$ cat config.mk
export PLATFORM = sky130hd
export DESIGN_NAME = clock_monitor
export DESIGN_NICKNAME = d
export VERILOG_FILES = /design/src/rtl/clock_monitor_pkg.sv /design/src/rtl/sig_edge_detect.sv /design/src/rtl/clock_monitor.sv
export SDC_FILE = /design/constraint.sdc
export NUM_CORES = 1
export LEC_CHECK = 0
export BUFFER_PORTS_ARGS = -buffer_cell sky130_fd_sc_hd__buf_2
export CAP_MARGIN = 20
export CORE_ASPECT_RATIO = 0.7
export CORE_MARGIN = 1.5
export CORE_UTILIZATION = 45
export DETAILED_ROUTE_END_ITERATION = 12
export SKIP_LAST_GASP = 1
export SYNTH_ARGS = -nofsm -noshare
export SYNTH_HDL_FRONTEND = slang
export SYNTH_SLANG_ARGS = --single-unit
$ cat constraint.sdc
create_clock -name clk -period 3.3 [get_ports clk]
set_clock_uncertainty 0.1 [all_clocks]
set_input_delay 0.33 -clock clk [delete_from_list [all_inputs] [get_ports clk]]
set_output_delay 0.33 -clock clk [all_outputs]
set_load 0.03 [all_outputs]
$ cat src/rtl/clock_monitor_pkg.sv
`default_nettype none
// +--------------------------------------------------------------------+
// | clock_monitor_pkg                                                  |
// | Shared state encoding and default sizing for the clock monitor.    |
// | Rev 1.0                                                            |
// +--------------------------------------------------------------------+
package clock_monitor_pkg;

    localparam int          c_cnt_w   = 24;
    localparam logic [23:0] c_timeout = 24'd5_400_000;

    typedef enum logic [1:0] {
        ST_IDLE    = 2'd0,
        ST_ARM     = 2'd1,
        ST_MEASURE = 2'd2,
        ST_STALL   = 2'd3
    } state_t;

endpackage
`default_nettype wire

$ cat src/rtl/sig_edge_detect.sv
`default_nettype none
// +--------------------------------------------------------------------+
// | sig_edge_detect                                                    |
// | Two-flop synchronizer plus history flop with rise/fall strobes.    |
// | Rev 1.0                                                            |
// +--------------------------------------------------------------------+
module sig_edge_detect (
    input  logic clk,
    input  logic reset,
    input  logic din,
    output logic rise,
    output logic fall,
    output logic level
);

    logic r_meta;
    logic r_sync;
    logic r_hist;

    always_ff @(posedge clk) begin
        if (reset) begin
            r_meta <= 1'b0;
            r_sync <= 1'b0;
            r_hist <= 1'b0;
        end else begin
            r_meta <= din;
            r_sync <= r_meta;
            r_hist <= r_sync;
        end
    end

    assign rise  = r_sync & ~r_hist;
    assign fall  = ~r_sync & r_hist;
    assign level = r_sync;

endmodule
`default_nettype wire

$ cat src/rtl/clock_monitor.sv
`default_nettype none
// +--------------------------------------------------------------------+
// | clock_monitor                                                      |
// | Measures period and high time of a slow clock, flags stalls.       |
// | Rev 1.0                                                            |
// +--------------------------------------------------------------------+
module clock_monitor
    import clock_monitor_pkg::*;
#(
    parameter int               CNT_W   = c_cnt_w,
    parameter logic [CNT_W-1:0] TIMEOUT = c_timeout
) (
    input  logic             clk,
    input  logic             reset,
    input  logic             sig_in,
    input  logic             enable,
    output logic [CNT_W-1:0] period,
    output logic [CNT_W-1:0] high_time,
    output logic             period_valid,
    output logic             stalled,
    output logic [15:0]      edge_count
);

    localparam logic [CNT_W-1:0] c_cnt_one = CNT_W'(1);

    logic             w_rise;
    logic             w_level;

    state_t           r_state,        w_state_nxt;
    logic [CNT_W-1:0] r_cnt,          w_cnt_nxt;
    logic [CNT_W-1:0] r_hcnt,         w_hcnt_nxt;
    logic [CNT_W-1:0] r_period,       w_period_nxt;
    logic [CNT_W-1:0] r_high_time,    w_high_nxt;
    logic             r_period_valid, w_valid_nxt;
    logic             r_stalled,      w_stalled_nxt;
    logic [15:0]      r_edge_count,   w_edge_nxt;

    logic [CNT_W-1:0] w_cnt_inc;
    logic [CNT_W-1:0] w_hcnt_inc;

    sig_edge_detect u_edge (
        .clk   (clk),
        .reset (reset),
        .din   (sig_in),
        .rise  (w_rise),
        .fall  (),
        .level (w_level)
    );

    // Counters stick at all-ones rather than wrapping into a bogus short period
    assign w_cnt_inc  = (&r_cnt)  ? r_cnt  : r_cnt  + c_cnt_one;
    assign w_hcnt_inc = (&r_hcnt) ? r_hcnt : r_hcnt + c_cnt_one;

    always_ff @(posedge clk) begin
        if (reset) begin
            r_state        <= ST_IDLE;
            r_cnt          <= '0;
            r_hcnt         <= '0;
            r_period       <= '0;
            r_high_time    <= '0;
            r_period_valid <= 1'b0;
            r_stalled      <= 1'b0;
            r_edge_count   <= 16'd0;
        end else begin
            r_state        <= w_state_nxt;
            r_cnt          <= w_cnt_nxt;
            r_hcnt         <= w_hcnt_nxt;
            r_period       <= w_period_nxt;
            r_high_time    <= w_high_nxt;
            r_period_valid <= w_valid_nxt;
            r_stalled      <= w_stalled_nxt;
            r_edge_count   <= w_edge_nxt;
        end
    end

    always_comb begin
        w_state_nxt   = r_state;
        w_cnt_nxt     = r_cnt;
        w_hcnt_nxt    = r_hcnt;
        w_period_nxt  = r_period;
        w_high_nxt    = r_high_time;
        w_valid_nxt   = 1'b0;
        w_stalled_nxt = r_stalled;
        w_edge_nxt    = r_edge_count;

        if (!enable) begin
            // Disable beats a coincident rise: no pulse, no edge count
            w_state_nxt   = ST_IDLE;
            w_stalled_nxt = 1'b0;
            w_cnt_nxt     = '0;
            w_hcnt_nxt    = '0;
        end else begin
            case (r_state)
                ST_IDLE: begin
                    w_state_nxt = ST_ARM;
                    w_cnt_nxt   = '0;
                    w_hcnt_nxt  = '0;
                end
                ST_ARM: begin
                    // First edge only anchors the next period
                    if (w_rise) begin
                        w_state_nxt = ST_MEASURE;
                        w_cnt_nxt   = c_cnt_one;
                        w_hcnt_nxt  = c_cnt_one;
                        w_edge_nxt  = r_edge_count + 16'd1;
                    end else if (r_cnt == TIMEOUT) begin
                        w_state_nxt   = ST_STALL;
                        w_stalled_nxt = 1'b1;
                    end else begin
                        w_cnt_nxt = w_cnt_inc;
                    end
                end
                ST_MEASURE: begin
                    if (w_rise) begin
                        w_period_nxt = r_cnt;
                        w_high_nxt   = r_hcnt;
                        w_valid_nxt  = 1'b1;
                        w_cnt_nxt    = c_cnt_one;
                        w_hcnt_nxt   = c_cnt_one;
                        w_edge_nxt   = r_edge_count + 16'd1;
                    end else if (r_cnt == TIMEOUT) begin
                        w_state_nxt   = ST_STALL;
                        w_stalled_nxt = 1'b1;
                    end else begin
                        w_cnt_nxt = w_cnt_inc;
                        if (w_level) begin
                            w_hcnt_nxt = w_hcnt_inc;
                        end
                    end
                end
                ST_STALL: begin
                    if (w_rise) begin
                        w_state_nxt   = ST_MEASURE;
                        w_stalled_nxt = 1'b0;
                        w_cnt_nxt     = c_cnt_one;
                        w_hcnt_nxt    = c_cnt_one;
                        w_edge_nxt    = r_edge_count + 16'd1;
                    end
                end
                default: begin
                    w_state_nxt = ST_IDLE;
                end
            endcase
        end
    end

    assign period       = r_period;
    assign high_time    = r_high_time;
    assign period_valid = r_period_valid;
    assign stalled      = r_stalled;
    assign edge_count   = r_edge_count;

endmodule
`default_nettype wire

==> results.cfg <==
[placement]
hpwl_um = 9910
dp.cells = 888
numPortBuffers = 69
globalplace.congestion = 0.864

[power_and_ir_drop]
p_leak_nw = 2.41
peakVddDrop_v = 0.000405
power_density_nw_per_um2 = 527

[detailed_routing]
drt_iter0_drc = 566
drt_pass1_iterations = 5
route.detailed.drc = 0
routed_wl_um = 14600
drt-wirelength-per-cell_um = 15.9
vias = 5248
drt-vias-per-instance = 5.70
postRouteAntennaNets = 0

[cts]
path_clk_slew_ns = 0.05
ctsRootBufferMaster = clkbuf_16
clockBufferDepth = 2
tritoncts = built
clkSinkCount = 119
holdBufCountCts = 0
cts.repair.resized = 0
numCtsBuffers = 17
htreeDepth = 4
worstSkewPairLatency_ns = 0.42
cts_setup_buffers = 0

[yosys]
ys.flop_type = dfxtp_1
synth_warnings = 0
ys_seq_elements = 119
syn_nets = 707
synthCells = 695
syn_area_sq_um = 5520
avgSynthCellArea_sq_um = 7.94
ys_seq_area_share_pct = 43.2
ys_types = 61
synth_edf_count = 0
ys_async_sr_fraction_pct = 0

[floorplanning]
boundaryPins = 70
row_count = 33
initial_core_util_pct = 46.7
coreArea_sq_um = 11800
dieArea_sq_um = 12900
die_width_um = 135
fp.dieH_um = 95.6

[hold_path]
hold_depth = 2
holdPathEnd = u_edge.r_meta
min-delay-start = sig_in
hold_path_class = primary input to register

[sta]
hold_viol = 0
finalCritPeriodShare_pct = 88.4
max_slew_margin_pct = 41.3
clock.fmax_mhz = 343
min_period_ns = 2.92
grt_setup_unrepaired = false
tightest_slew_ns = 0.877
finalSetupTns_ns = 0
maxSlewViolCount = 0
setup_viol = 0

[layout]
nFillCells = 1129
nets = 762
diodes = 0
multi_input_area_sq_um = 2880
areaGrowthSynthToFinish_pct = 19.4
drive_above_1_share_pct = 16.6
final_cell_mix = nand2_1 (138), dfxtp_1 (119), a21oi_1 (91)
final_cell_count_no_fill = 920
final_common_cell = nand2_1
seq_area_sq_um = 2380

[global_route]
grt_pass1_vias = 4610
grtUsageTotal_pct = 23.6
grt_pass1_wl_um = 23600
grt_max_degree = 57
antenna_found_initial = 0
gr-total-overflow = 0

[worst_setup_path]
r2r_cells = 9
cp.required_ns = 3.47
critPathArrivalTime_ns = 3.09
slowest_stage = nor4bb_1
crit_fanout = 13
ff2ff_setup_slack_ns = 0.38
critical_path.cell_chain = inv_1 -> ha_1 -> nor4bb_1 -> buf_4 -> nand4_1 -> nor3_1 -> nand3_1 -> xor2_1 -> nor2_1
path_class = register to register
cp_slowest_stage_delay_ns = 0.66
r2r-start = r_state[1]
critPathCaptureType = register
start_kind = register
timing.rr.end = edge_count[13]

[run_status]
outcome = complete, no violations

[flow_run]
cap_violations = 0
==> cells in the mapped netlist (10+ instances only) <==
cell type,count,area share (%)
inv_1,11,0.75
or4_1,12,1.6
nand4_1,14,1.6
and4_1,10,1.6
a31oi_1,12,1.4
and3_1,14,1.6
nand2_1,138,9.4
a21oi_1,91,8.3
nor2_1,42,2.9
nand3_1,33,3.0
o211ai_1,12,1.6
clkbuf_1,33,2.2
o21ai_0,26,2.4
dfxtp_1,119,43
==> per-layer routing <==
metal / global-route usage [%] / vias to the layer above / wire [um]
met2: 33.3 / 177 / 5980
li1: - / 2599 / -
met4: 9.86 / 0 / 158
met1: 34.3 / 2455 / 7520
met3: 5.10 / 17 / 971
met5: 0 / - / 0
==> kinds of logic (layout without fill, tap and decap cells) <==
logic type	count (synthesis)	count (layout)	share of synthesized area, %
and+or+nand+nor	319	319	28.8
AOI/OAI and AO/OA	178	178	19.5
muxes	2	2	0.363
buffers and inverters	58	126	4.67
adders and majority gates	8	8	1.81
DFF	119	119	43.2
xor gates and xnor gates	11	11	1.75
==> area by class of cell <==
| cell class | count | area share [%] |
|---|---|---|
| Inverter | 11 | 0.627 |
| Clock buffer | 19 | 6.72 |
| Clock inverter | 13 | 2.70 |
| Tap cell | 157 | 2.98 |
| Sequential cell | 119 | 36.2 |
| Timing Repair Buffer | 83 | 7.03 |
| Multi-Input combinational cell | 518 | 43.8 |
==> how the worst max path moves through the flow <==
stage / startpoint / to / slack, ns / cells past startpoint
detailed placement: r_state[1] / edge_count[13] / 0.45 / 9
finish: r_state[1] / edge_count[13] / 0.38 / 9
floorplan: r_hcnt[0] / r_hcnt[0] / 0.96 / 8
CTS: r_state[1] / edge_count[13] / 0.40 / 9
global placement: r_state[1] / edge_count[15] / 0.49 / 9
global route: r_state[1] / edge_count[13] / 0.20 / 9
==> stage by stage <==
stage | instance area (sq um) | power, mW | worst slack (ns) | utilization (%) | hold WS (ns)
2_1_floorplan | 5520 | 1.53 | 0.962 | - | 0.314
3_3_place_gp | 5970 | 1.55 | 0.491 | 50.5 | 0.335
3_5_place_dp | 5970 | 1.55 | 0.452 | 50.5 | 0.334
4_1_cts | 6590 | 3.51 | 0.401 | 55.8 | 0.0216
5_1_grt | 6590 | 3.58 | 0.196 | 55.8 | 0.0449
6_report | 6590 | 3.47 | 0.384 | 55.8 | 0.0351
==> worst max-delay path: cells and delay by family, from the launching register on <==
kind          cells  cell delay [ns]
simple gates      5             1.38
fa+ha+maj         1             0.36
flops             1             0.38
xor+xnor          1             0.16
buf+inv           2             0.39
==> power by group <==
group          leakage, nW  switching [mW]  total [mW]  internal (mW)
sequential           0.959         0.00335        1.44           1.44
combinational         1.15          0.0603      0.0814         0.0211
clock                0.303           0.669        1.95           1.28
==> state kept, by name, indices dropped and copies added (netlist names) <==
register / flops
edge_count: 16
high_time: 24
period: 24
period_valid: 1
r_cnt: 24
r_hcnt: 24
r_state: 2
stalled: 1
u_edge.level: 1
u_edge.r_hist: 1
u_edge.r_meta: 1
Power figures use the tool's default switching activity.
